File: src/rtl/frame_splice_pkg.sv
// frame_splice_pkg: shared flag constants, FSM encoding and width helpers
// for the frame_splice_wide word assembler.
package frame_splice_pkg;

   localparam logic [1:0] FLAG_SINGLE = 2'b00;
   localparam logic [1:0] FLAG_HEAD   = 2'b01;
   localparam logic [1:0] FLAG_TAIL   = 2'b10;
   localparam logic [1:0] FLAG_MID    = 2'b11;

   typedef enum logic [1:0] {
      ST_IDLE    = 2'b00,
      ST_TRAN    = 2'b01,
      ST_DISCARD = 2'b10
   } state_t;

   function automatic int calc_iw(int out_bytes);
      return $clog2(out_bytes);
   endfunction

   function automatic int calc_ew(int in_bytes);
      return (in_bytes > 1) ? $clog2(in_bytes) : 1;
   endfunction

   function automatic int calc_pkt_w(int out_bytes);
      return 2 + $clog2(out_bytes) + 8 * out_bytes;
   endfunction

endpackage

File: src/rtl/frame_splice_wide_if.sv
// frame_splice_wide_if: beat input and packet word output bundle
// of the frame_splice_wide assembler.
interface frame_splice_wide_if #(
   parameter int IN_BYTES  = 1,
   parameter int OUT_BYTES = 16
);
   import frame_splice_pkg::*;

   localparam int EW    = calc_ew(IN_BYTES);
   localparam int PKT_W = calc_pkt_w(OUT_BYTES);

   logic                  i_data_wr;
   logic                  i_sop;
   logic                  i_eop;
   logic [8*IN_BYTES-1:0] iv_data;
   logic [EW-1:0]         iv_empty;

   logic                  o_pkt_wr;
   logic [PKT_W-1:0]      ov_pkt;
   logic                  o_pkt_err;
   logic [15:0]           ov_err_cnt;
   logic [1:0]            ov_state;

   modport master (
      output i_data_wr, i_sop, i_eop, iv_data, iv_empty,
      input  o_pkt_wr, ov_pkt, o_pkt_err, ov_err_cnt, ov_state
   );

   modport slave (
      input  i_data_wr, i_sop, i_eop, iv_data, iv_empty,
      output o_pkt_wr, ov_pkt, o_pkt_err, ov_err_cnt, ov_state
   );

endinterface

File: src/rtl/splice_lane_mux.sv
// splice_lane_mux: drops one beat into its lane of the accumulator and
// zeroes the bytes past the valid count on a tail word.
module splice_lane_mux
   import frame_splice_pkg::*;
#(
   parameter int IN_BYTES  = 1,
   parameter int OUT_BYTES = 16,
   localparam int IW       = calc_iw(OUT_BYTES)
) (
   input  logic [8*OUT_BYTES-1:0] acc,
   input  logic [8*IN_BYTES-1:0]  beat,
   input  logic [IW-1:0]          fill,
   input  logic                   tail,
   input  logic [IW:0]            valid,
   output logic [8*OUT_BYTES-1:0] merged
);

   localparam int LANES = OUT_BYTES / IN_BYTES;
   localparam int LW    = 8 * IN_BYTES;

   always_comb begin
      merged = acc;
      for (int l = 0; l < LANES; l++) begin
         if (fill == IW'(l * IN_BYTES))
            merged[LW*(LANES-1-l) +: LW] = beat;
      end
      for (int b = 0; b < OUT_BYTES; b++) begin
         if (tail && ((IW+1)'(b) >= valid))
            merged[8*(OUT_BYTES-1-b) +: 8] = 8'h00;
      end
   end

endmodule

File: src/rtl/frame_splice_wide.sv
// frame_splice_wide: packs SOP/EOP-delimited beats into wide packet
// words with position flag, invalid count and truncation marking.
module frame_splice_wide
   import frame_splice_pkg::*;
#(
   parameter int IN_BYTES      = 1,
   parameter int OUT_BYTES     = 16,
   parameter int MAX_PKT_BYTES = 2047
) (
   input logic                clk_sys,
   input logic                reset_n,
   frame_splice_wide_if.slave bus
);

   localparam int IW    = calc_iw(OUT_BYTES);
   localparam int PKT_W = calc_pkt_w(OUT_BYTES);
   localparam int DW    = 8 * OUT_BYTES;
   localparam int CW    = $clog2(MAX_PKT_BYTES + 1) + 1;

   state_t           state, state_n;
   logic [DW-1:0]    acc, acc_n;
   logic [IW-1:0]    fill, fill_n;
   logic             head, head_n;
   logic [CW-1:0]    cnt, cnt_n;

   logic             pkt_wr;
   logic [PKT_W-1:0] pkt;
   logic             pkt_err;
   logic [15:0]      err_cnt;

   logic             emit, emit_err, err_inc;
   logic [1:0]       emit_flag;
   logic [IW-1:0]    emit_inv;
   logic [DW-1:0]    emit_data;

   logic [DW-1:0]    mux_acc, merged;
   logic [IW-1:0]    mux_fill;
   logic [IW:0]      end_pos, valid, tail_inv, pend_inv;
   logic             tail_mask, word_full, over;

   // an SOP beat always lands in lane 0 of a cleared accumulator
   assign mux_acc   = bus.i_sop ? '0 : acc;
   assign mux_fill  = bus.i_sop ? '0 : fill;
   assign end_pos   = {1'b0, mux_fill} + (IW+1)'(IN_BYTES);
   assign valid     = end_pos - (IW+1)'(bus.iv_empty);
   assign tail_inv  = (IW+1)'(OUT_BYTES) - valid;
   assign word_full = end_pos == (IW+1)'(OUT_BYTES);
   assign over      = (cnt + CW'(IN_BYTES)) > CW'(MAX_PKT_BYTES);
   assign tail_mask = bus.i_eop
                    & ~(state == ST_TRAN & bus.i_sop);
   assign pend_inv  = (fill == '0)
                    ? (IW+1)'(OUT_BYTES - 1)
                    : (IW+1)'(OUT_BYTES) - {1'b0, fill};

   splice_lane_mux #(
      .IN_BYTES  (IN_BYTES),
      .OUT_BYTES (OUT_BYTES)
   ) u_mux (
      .acc    (mux_acc),
      .beat   (bus.iv_data),
      .fill   (mux_fill),
      .tail   (tail_mask),
      .valid  (valid),
      .merged (merged)
   );

   always_comb begin
      state_n   = state;
      acc_n     = acc;
      fill_n    = fill;
      head_n    = head;
      cnt_n     = cnt;
      emit      = 1'b0;
      emit_err  = 1'b0;
      emit_flag = FLAG_SINGLE;
      emit_inv  = '0;
      emit_data = merged;
      err_inc   = 1'b0;
      if (bus.i_data_wr) begin
         unique case (state)
            ST_TRAN: begin
               if (bus.i_sop) begin
                  emit      = 1'b1;
                  emit_err  = 1'b1;
                  err_inc   = 1'b1;
                  emit_flag = FLAG_TAIL;
                  emit_inv  = pend_inv[IW-1:0];
                  emit_data = acc;
                  acc_n     = merged;
                  fill_n    = end_pos[IW-1:0];
                  head_n    = 1'b1;
                  cnt_n     = CW'(IN_BYTES);
               end else if (over) begin
                  emit      = 1'b1;
                  emit_err  = 1'b1;
                  err_inc   = 1'b1;
                  emit_flag = FLAG_TAIL;
                  emit_inv  = pend_inv[IW-1:0];
                  emit_data = acc;
                  acc_n     = '0;
                  fill_n    = '0;
                  head_n    = 1'b0;
                  cnt_n     = '0;
                  state_n   = bus.i_eop ? ST_IDLE : ST_DISCARD;
               end else if (bus.i_eop) begin
                  emit      = 1'b1;
                  emit_flag = head ? FLAG_SINGLE : FLAG_TAIL;
                  emit_inv  = tail_inv[IW-1:0];
                  acc_n     = '0;
                  fill_n    = '0;
                  head_n    = 1'b0;
                  cnt_n     = '0;
                  state_n   = ST_IDLE;
               end else if (word_full) begin
                  emit      = 1'b1;
                  emit_flag = head ? FLAG_HEAD : FLAG_MID;
                  acc_n     = '0;
                  fill_n    = '0;
                  head_n    = 1'b0;
                  cnt_n     = cnt + CW'(IN_BYTES);
               end else begin
                  acc_n     = merged;
                  fill_n    = end_pos[IW-1:0];
                  cnt_n     = cnt + CW'(IN_BYTES);
               end
            end
            ST_IDLE, ST_DISCARD: begin
               if (bus.i_sop && bus.i_eop) begin
                  emit      = 1'b1;
                  emit_flag = FLAG_SINGLE;
                  emit_inv  = tail_inv[IW-1:0];
                  acc_n     = '0;
                  fill_n    = '0;
                  head_n    = 1'b0;
                  cnt_n     = '0;
                  state_n   = ST_IDLE;
               end else if (bus.i_sop) begin
                  acc_n     = merged;
                  fill_n    = end_pos[IW-1:0];
                  head_n    = 1'b1;
                  cnt_n     = CW'(IN_BYTES);
                  state_n   = ST_TRAN;
               end else if (state == ST_DISCARD && bus.i_eop) begin
                  state_n   = ST_IDLE;
               end
            end
            default: state_n = ST_IDLE;
         endcase
      end
   end

   always_ff @(posedge clk_sys or negedge reset_n) begin
      if (!reset_n) begin
         state   <= ST_IDLE;
         acc     <= '0;
         fill    <= '0;
         head    <= 1'b0;
         cnt     <= '0;
         pkt_wr  <= 1'b0;
         pkt     <= '0;
         pkt_err <= 1'b0;
         err_cnt <= '0;
      end else begin
         state   <= state_n;
         acc     <= acc_n;
         fill    <= fill_n;
         head    <= head_n;
         cnt     <= cnt_n;
         pkt_wr  <= emit;
         pkt_err <= emit & emit_err;
         if (emit)
            pkt <= {emit_flag, emit_inv, emit_data};
         if (err_inc && err_cnt != 16'hFFFF)
            err_cnt <= err_cnt + 16'd1;
      end
   end

   assign bus.o_pkt_wr   = pkt_wr;
   assign bus.ov_pkt     = pkt;
   assign bus.o_pkt_err  = pkt_err;
   assign bus.ov_err_cnt = err_cnt;
   assign bus.ov_state   = state;

endmodule

File: src/flat_wrapper.sv
// flat-port wrapper written by rule: the top's interface ports become plain ports
module frame_splice_wide_flat import frame_splice_pkg::*;
#(
   parameter int IN_BYTES      = 1,
   parameter int OUT_BYTES     = 16,
   parameter int MAX_PKT_BYTES = 2047
)
  (clk_sys, reset_n, bus_i_data_wr, bus_i_sop, bus_i_eop, bus_iv_data, bus_iv_empty, bus_o_pkt_wr, bus_ov_pkt, bus_o_pkt_err, bus_ov_err_cnt, bus_ov_state);
  frame_splice_wide_if #(.IN_BYTES(IN_BYTES), .OUT_BYTES(OUT_BYTES)) bus_i ();
  input logic clk_sys;
  input logic reset_n;
  input wire logic [$bits(bus_i.i_data_wr)-1:0] bus_i_data_wr;
  input wire logic [$bits(bus_i.i_sop)-1:0] bus_i_sop;
  input wire logic [$bits(bus_i.i_eop)-1:0] bus_i_eop;
  input wire logic [$bits(bus_i.iv_data)-1:0] bus_iv_data;
  input wire logic [$bits(bus_i.iv_empty)-1:0] bus_iv_empty;
  output wire logic [$bits(bus_i.o_pkt_wr)-1:0] bus_o_pkt_wr;
  output wire logic [$bits(bus_i.ov_pkt)-1:0] bus_ov_pkt;
  output wire logic [$bits(bus_i.o_pkt_err)-1:0] bus_o_pkt_err;
  output wire logic [$bits(bus_i.ov_err_cnt)-1:0] bus_ov_err_cnt;
  output wire logic [$bits(bus_i.ov_state)-1:0] bus_ov_state;
  assign bus_i.i_data_wr = bus_i_data_wr;
  assign bus_i.i_sop = bus_i_sop;
  assign bus_i.i_eop = bus_i_eop;
  assign bus_i.iv_data = bus_iv_data;
  assign bus_i.iv_empty = bus_iv_empty;
  assign bus_o_pkt_wr = bus_i.o_pkt_wr;
  assign bus_ov_pkt = bus_i.ov_pkt;
  assign bus_o_pkt_err = bus_i.o_pkt_err;
  assign bus_ov_err_cnt = bus_i.ov_err_cnt;
  assign bus_ov_state = bus_i.ov_state;
  frame_splice_wide #(.IN_BYTES(IN_BYTES), .OUT_BYTES(OUT_BYTES), .MAX_PKT_BYTES(MAX_PKT_BYTES)) u_core (.clk_sys(clk_sys), .reset_n(reset_n), .bus(bus_i));
endmodule
File: config.mk
export PLATFORM = sky130hd
export DESIGN_NAME = frame_splice_wide_flat
export DESIGN_NICKNAME = d
export VERILOG_FILES = /design/src/rtl/frame_splice_pkg.sv /design/src/rtl/frame_splice_wide_if.sv /design/src/rtl/splice_lane_mux.sv /design/src/rtl/frame_splice_wide.sv /design/src/flat_wrapper.sv
export SDC_FILE = /design/constraint.sdc
export NUM_CORES = 1
export LEC_CHECK = 0
export BUFFER_PORTS_ARGS = -buffer_cell sky130_fd_sc_hd__buf_2
export CORE_UTILIZATION = 40
export CTS_CLUSTER_DIAMETER = 100
export DETAILED_ROUTE_END_ITERATION = 8
export SLEW_MARGIN = 20
export SYNTH_ARGS = -nofsm -noshare
export SYNTH_HDL_FRONTEND = slang
export SYNTH_SLANG_ARGS = --single-unit
File: constraint.sdc
create_clock -name clk_sys -period 9.5 [get_ports clk_sys]
set_input_delay 1.9 -clock clk_sys [delete_from_list [all_inputs] [get_ports clk_sys]]
set_output_delay 1.9 -clock clk_sys [all_outputs]
set_load 0.01 [all_outputs]
==> load_flow_metrics.sql <==
INSERT INTO impl_metrics (metric_group, metric, value, unit) VALUES
('outcome', 'status', 'complete, no violations', ''),
('critical_path', 'timing.reg2reg.setup_slack', '5210', 'ps'),
('drt', 'drt-pass1-iter-count', '6', ''),
('floorplanning', 'die_x', '201.4', 'um'),
('logic_synthesis', 'synth-seq-area-share', '47.07', '%'),
('global_route', 'maximum_number_of_pins_on_one_net_before_global_route_repair', '112', ''),
('cells_and_area', 'finalInstanceArea', '18150', 'um^2'),
('drt', 'routed_via_density', '6.018', ''),
('cts', 'cts-buffers-inserted', '36', ''),
('power', 'clock_power_share', '34.3', '%'),
('hold_path', 'hp-class', 'flop to flop', ''),
('floorplanning', 'rows', '72', ''),
('cts', 'worstSkewPairLatency', '520', 'ps'),
('drt', 'num_vias', '14460', ''),
('drt', 'drtIter0Drc', '1370', ''),
('global_route', 'number_of_global_route_vias_before_repair', '13960', ''),
('cts', 'post_cts.repair.setup_buffers', '0', ''),
('placement', 'port_buffers', '167', ''),
('logic_synthesis', 'synth.lib_cells_used.distinct', '77', ''),
('logic_synthesis', 'yosys_warnings', '0', ''),
('critical_path', 'cp_arrival', '6870', 'ps'),
('cells_and_area', 'area_growth', '14.21', '%'),
('power', 'internal-power', '2707', 'uW'),
('floorplanning', 'initial_utilization', '40.85', '%'),
('drt', 'routedWlPerCell', '21.24', 'um'),
('placement', 'dpl_cell_area', '16950', 'um^2'),
('critical_path', 'timing.critical_path.required', '9930', 'ps'),
('floorplanning', 'core_area', '38920', 'um^2'),
('global_route', 'gr-usage-all-layers', '25.01', '%'),
('power', 'powerDensity', '225.2', 'nW/um^2'),
('floorplanning', 'die_area', '40540', 'um^2'),
('cts', 'max-clock-path-buffers', '3', ''),
('logic_synthesis', 'area_of_the_mapped_netlist', '15900', 'um^2'),
('critical_path', 'r2r.worst_path.cells', '11', ''),
('global_route', 'grt_pass1_wl', '81190', 'um'),
('hold_path', 'min_path_cells', '1', ''),
('cts', 'tritoncts_num_sinks', '299', ''),
('timing', 'timing.final.crit_period', '6439', 'ps'),
('power', 'leakagePower', '0.007938', 'uW'),
('placement', 'dp_slack', '2631', 'ps'),
('floorplanning', 'die-height', '201.4', 'um'),
('logic_synthesis', 'postSynthRegisterBits', '299', ''),
('global_route', 'number_of_antenna_violations_at_the_first_check_in_global_routing', '0', ''),
('placement', 'dp_hpwl', '30370', 'um'),
('global_route', 'gr-total-overflow', '0', ''),
('timing', 'slew-limit-headroom', '31.41', '%'),
('cells_and_area', 'antenna_diode_count', '0', ''),
('critical_path', 'critPathLaunchType', 'input pin', ''),
('timing', 'finalHoldViolCount', '0', ''),
('timing', 'final_critical_path_setup_slack', '3061', 'ps'),
('timing', 'final_max_slew_viol_count', '0', ''),
('timing', 'transition_at_the_pin_with_the_smallest_max_transition_slack', '1029', 'ps'),
('cells_and_area', 'ratio_of_cells_with_drive_above_1_in_the_final_layout', '15.71', '%'),
('drt', 'routed_wire_length', '51020', 'um'),
('logic_synthesis', 'synth-edff-count', '0', ''),
('cts', 'cts.repair.resized', '0', ''),
('logic_synthesis', 'syn_nets', '1820', ''),
('critical_path', 'timing_worst_setup_path_type', 'input pin to flop', ''),
('critical_path', 'reg2reg_from', 'u_core.fill[0]', ''),
('timing', 'total_neg_setup_slack', '0', 'ps'),
('logic_synthesis', 'leading_register_cell_type_out_of_synthesis', 'sky130_fd_sc_hd__dfrtp_1', ''),
('power', 'worst_ir_drop_vdd', '123.5', 'uV'),
('drt', 'drc', '0', ''),
('logic_synthesis', 'syn_area_per_cell', '8.861', 'um^2'),
('power', 'power.switching', '1381', 'uW'),
('logic_synthesis', 'asyncSetResetFlopFracSynth', '100.0', '%'),
('hold_path', 'terminating_pin_of_the_worst_hold_path', 'u_core.bus.ov_err_cnt[7]', ''),
('drt', 'antenna_violation_net_count_after_detailed_routing', '0', ''),
('timing', 'fmaxAchievable', '155.3', 'MHz'),
('timing', 'layout_worst_path_cycle_share', '67.78', '%'),
('cts', 'path_clk_slew', '60', 'ps');
sequential cells by signal, indices dropped and copies added, names as in the netlist:
signal and cells:
u_core.bus.ov_pkt 134, u_core.acc 128, u_core.bus.o_pkt_wr 1, u_core.fill 4, u_core.bus.ov_err_cnt 16, u_core.cnt 12
u_core.bus.ov_state 2, u_core.head 1, u_core.bus.o_pkt_err 1
layer usage:
| layer | vias to the layer above | GRT usage (%) | wire (um) |
|---|---|---|---|
| li1 | 6640 | - | - |
| met1 | 7072 | 36.10 | 23010 |
| met2 | 633 | 38.29 | 22920 |
| met3 | 111 | 3.612 | 3559 |
| met4 | 0 | 8.577 | 1536 |
| met5 | - | 0 | 0 |
metrics by stage:
stage               util (%)  cells  total power (uW)
finish                 46.65   2402              4089
global route           46.65   2402              4307
CTS                    46.64   2402              4127
detailed placement     43.56   2338              2708
global placement       43.56   2338              2692
floorplan                  -   1794              2256
cell type report:
class,count,area [um^2]
inverters,18,70.07
multi-input cells,1307,7690
clock buffers,57,1101
repair buffers,196,1067
fillers,3782,20760
clock inverters,7,96.34
flip-flops and latches,299,7482
well taps,518,648.1
synth_stat cells (4+ instances only):
master                       n  share of area (%)
sky130_fd_sc_hd__nor2b_1    21               0.83
sky130_fd_sc_hd__or3_1      14               0.55
sky130_fd_sc_hd__nor4bb_1    5               0.31
sky130_fd_sc_hd__o22ai_1     4               0.16
sky130_fd_sc_hd__and4_1      6               0.33
sky130_fd_sc_hd__a22o_1     65                3.6
sky130_fd_sc_hd__inv_1      14               0.33
sky130_fd_sc_hd__nand4_1     4               0.16
sky130_fd_sc_hd__a221oi_1   17               0.94
sky130_fd_sc_hd__buf_4       4               0.19
sky130_fd_sc_hd__a21oi_1   245                7.7
sky130_fd_sc_hd__nor4_1     12               0.47
sky130_fd_sc_hd__nor3_1     21               0.66
sky130_fd_sc_hd__a31oi_1     4               0.16
sky130_fd_sc_hd__nand3b_1    4               0.19
sky130_fd_sc_hd__nor2_1    198                4.7
sky130_fd_sc_hd__or3b_2      5               0.28
sky130_fd_sc_hd__dfrtp_1   299                 47
sky130_fd_sc_hd__mux2i_1    23                1.4
sky130_fd_sc_hd__buf_2      33                1.0
sky130_fd_sc_hd__nand2_1   184                4.3
sky130_fd_sc_hd__ha_1       12               0.94
sky130_fd_sc_hd__buf_1      20               0.47
sky130_fd_sc_hd__a211oi_1    6               0.28
sky130_fd_sc_hd__o31ai_1    22                1.0
sky130_fd_sc_hd__and3_1     26                1.0
sky130_fd_sc_hd__nor3b_1    49                2.3
sky130_fd_sc_hd__o41ai_1     6               0.33
sky130_fd_sc_hd__xnor2_1    10               0.55
sky130_fd_sc_hd__xor2_1     10               0.55
sky130_fd_sc_hd__nor3_2      5               0.31
sky130_fd_sc_hd__nand3_1    94                3.0
sky130_fd_sc_hd__o21ai_0   115                3.6
sky130_fd_sc_hd__buf_6       5               0.35
sky130_fd_sc_hd__a32oi_1    63                3.5
sky130_fd_sc_hd__clkbuf_1  108                2.6
power groups by stage:
stage,sequential (uW),clock (uW),combinational (uW)
floorplan,1740,0,516
global placement,1690,0,1010
detailed placement,1690,0,1020
CTS,1670,1430,1030
global route,1700,1480,1120
finish,1670,1400,1020
worst max-delay path: stages:
cell and delay (ps):
sky130_fd_sc_hd__buf_2 90, sky130_fd_sc_hd__buf_4 270, sky130_fd_sc_hd__inv_2 100, sky130_fd_sc_hd__buf_4 590
sky130_fd_sc_hd__nand2_1 230, sky130_fd_sc_hd__inv_1 220, sky130_fd_sc_hd__ha_1 660, sky130_fd_sc_hd__and4_1 360
sky130_fd_sc_hd__a21oi_1 150, sky130_fd_sc_hd__o21ai_0 340, sky130_fd_sc_hd__o21ai_4 100, sky130_fd_sc_hd__inv_4 750
sky130_fd_sc_hd__buf_4 640, sky130_fd_sc_hd__nor2_1 90, sky130_fd_sc_hd__a21oi_1 180
logic make-up (layout without fill, tap and decap cells):
kind of cell / after synthesis / in the layout / synth area share (%)
buffers and inverters: 188 / 278 / 5.029
multiplexers: 27 / 27 / 1.755
flip-flops: 299 / 299 / 47.07
XOR/XNOR: 23 / 23 / 1.519
AND/OR/NAND/NOR: 665 / 665 / 20.36
AO/OA/AOI/OAI: 580 / 580 / 23.32
adder cells (fa/ha/maj): 12 / 12 / 0.9445
placed cells by master (no fill, tap or decap), types with 6 or more instances in the layout:
cell type	n
sky130_fd_sc_hd__a211oi_1	6
sky130_fd_sc_hd__a21oi_1	245
sky130_fd_sc_hd__a221oi_1	17
sky130_fd_sc_hd__a22o_1	65
sky130_fd_sc_hd__a32oi_1	63
sky130_fd_sc_hd__and3_1	26
sky130_fd_sc_hd__and4_1	6
sky130_fd_sc_hd__buf_2	166
sky130_fd_sc_hd__buf_4	28
sky130_fd_sc_hd__clkbuf_1	10
sky130_fd_sc_hd__clkbuf_16	37
sky130_fd_sc_hd__clkbuf_8	10
sky130_fd_sc_hd__dfrtp_1	299
sky130_fd_sc_hd__ha_1	12
sky130_fd_sc_hd__inv_1	13
sky130_fd_sc_hd__mux2i_1	23
sky130_fd_sc_hd__nand2_1	184
sky130_fd_sc_hd__nand3_1	94
sky130_fd_sc_hd__nor2_1	198
sky130_fd_sc_hd__nor2b_1	21
sky130_fd_sc_hd__nor3_1	20
sky130_fd_sc_hd__nor3b_1	49
sky130_fd_sc_hd__nor4_1	12
sky130_fd_sc_hd__o21ai_0	113
sky130_fd_sc_hd__o31ai_1	22
sky130_fd_sc_hd__o41ai_1	6
sky130_fd_sc_hd__or3_1	14
sky130_fd_sc_hd__xnor2_1	10
sky130_fd_sc_hd__xor2_1	10
worst max-delay path by stage:
stage	from	end	cells after the start
floorplan	bus_i_sop	u_core.bus.ov_pkt[10]	18
global placement	bus_i_sop	u_core.bus.ov_pkt[79]	15
detailed placement	bus_i_sop	u_core.bus.ov_pkt[13]	15
CTS	bus_i_sop	u_core.bus.ov_pkt[13]	15
global route	bus_i_sop	u_core.bus.ov_pkt[56]	15
finish	bus_i_sop	u_core.bus.ov_pkt[13]	15
(Power assumes the default switching activity.)
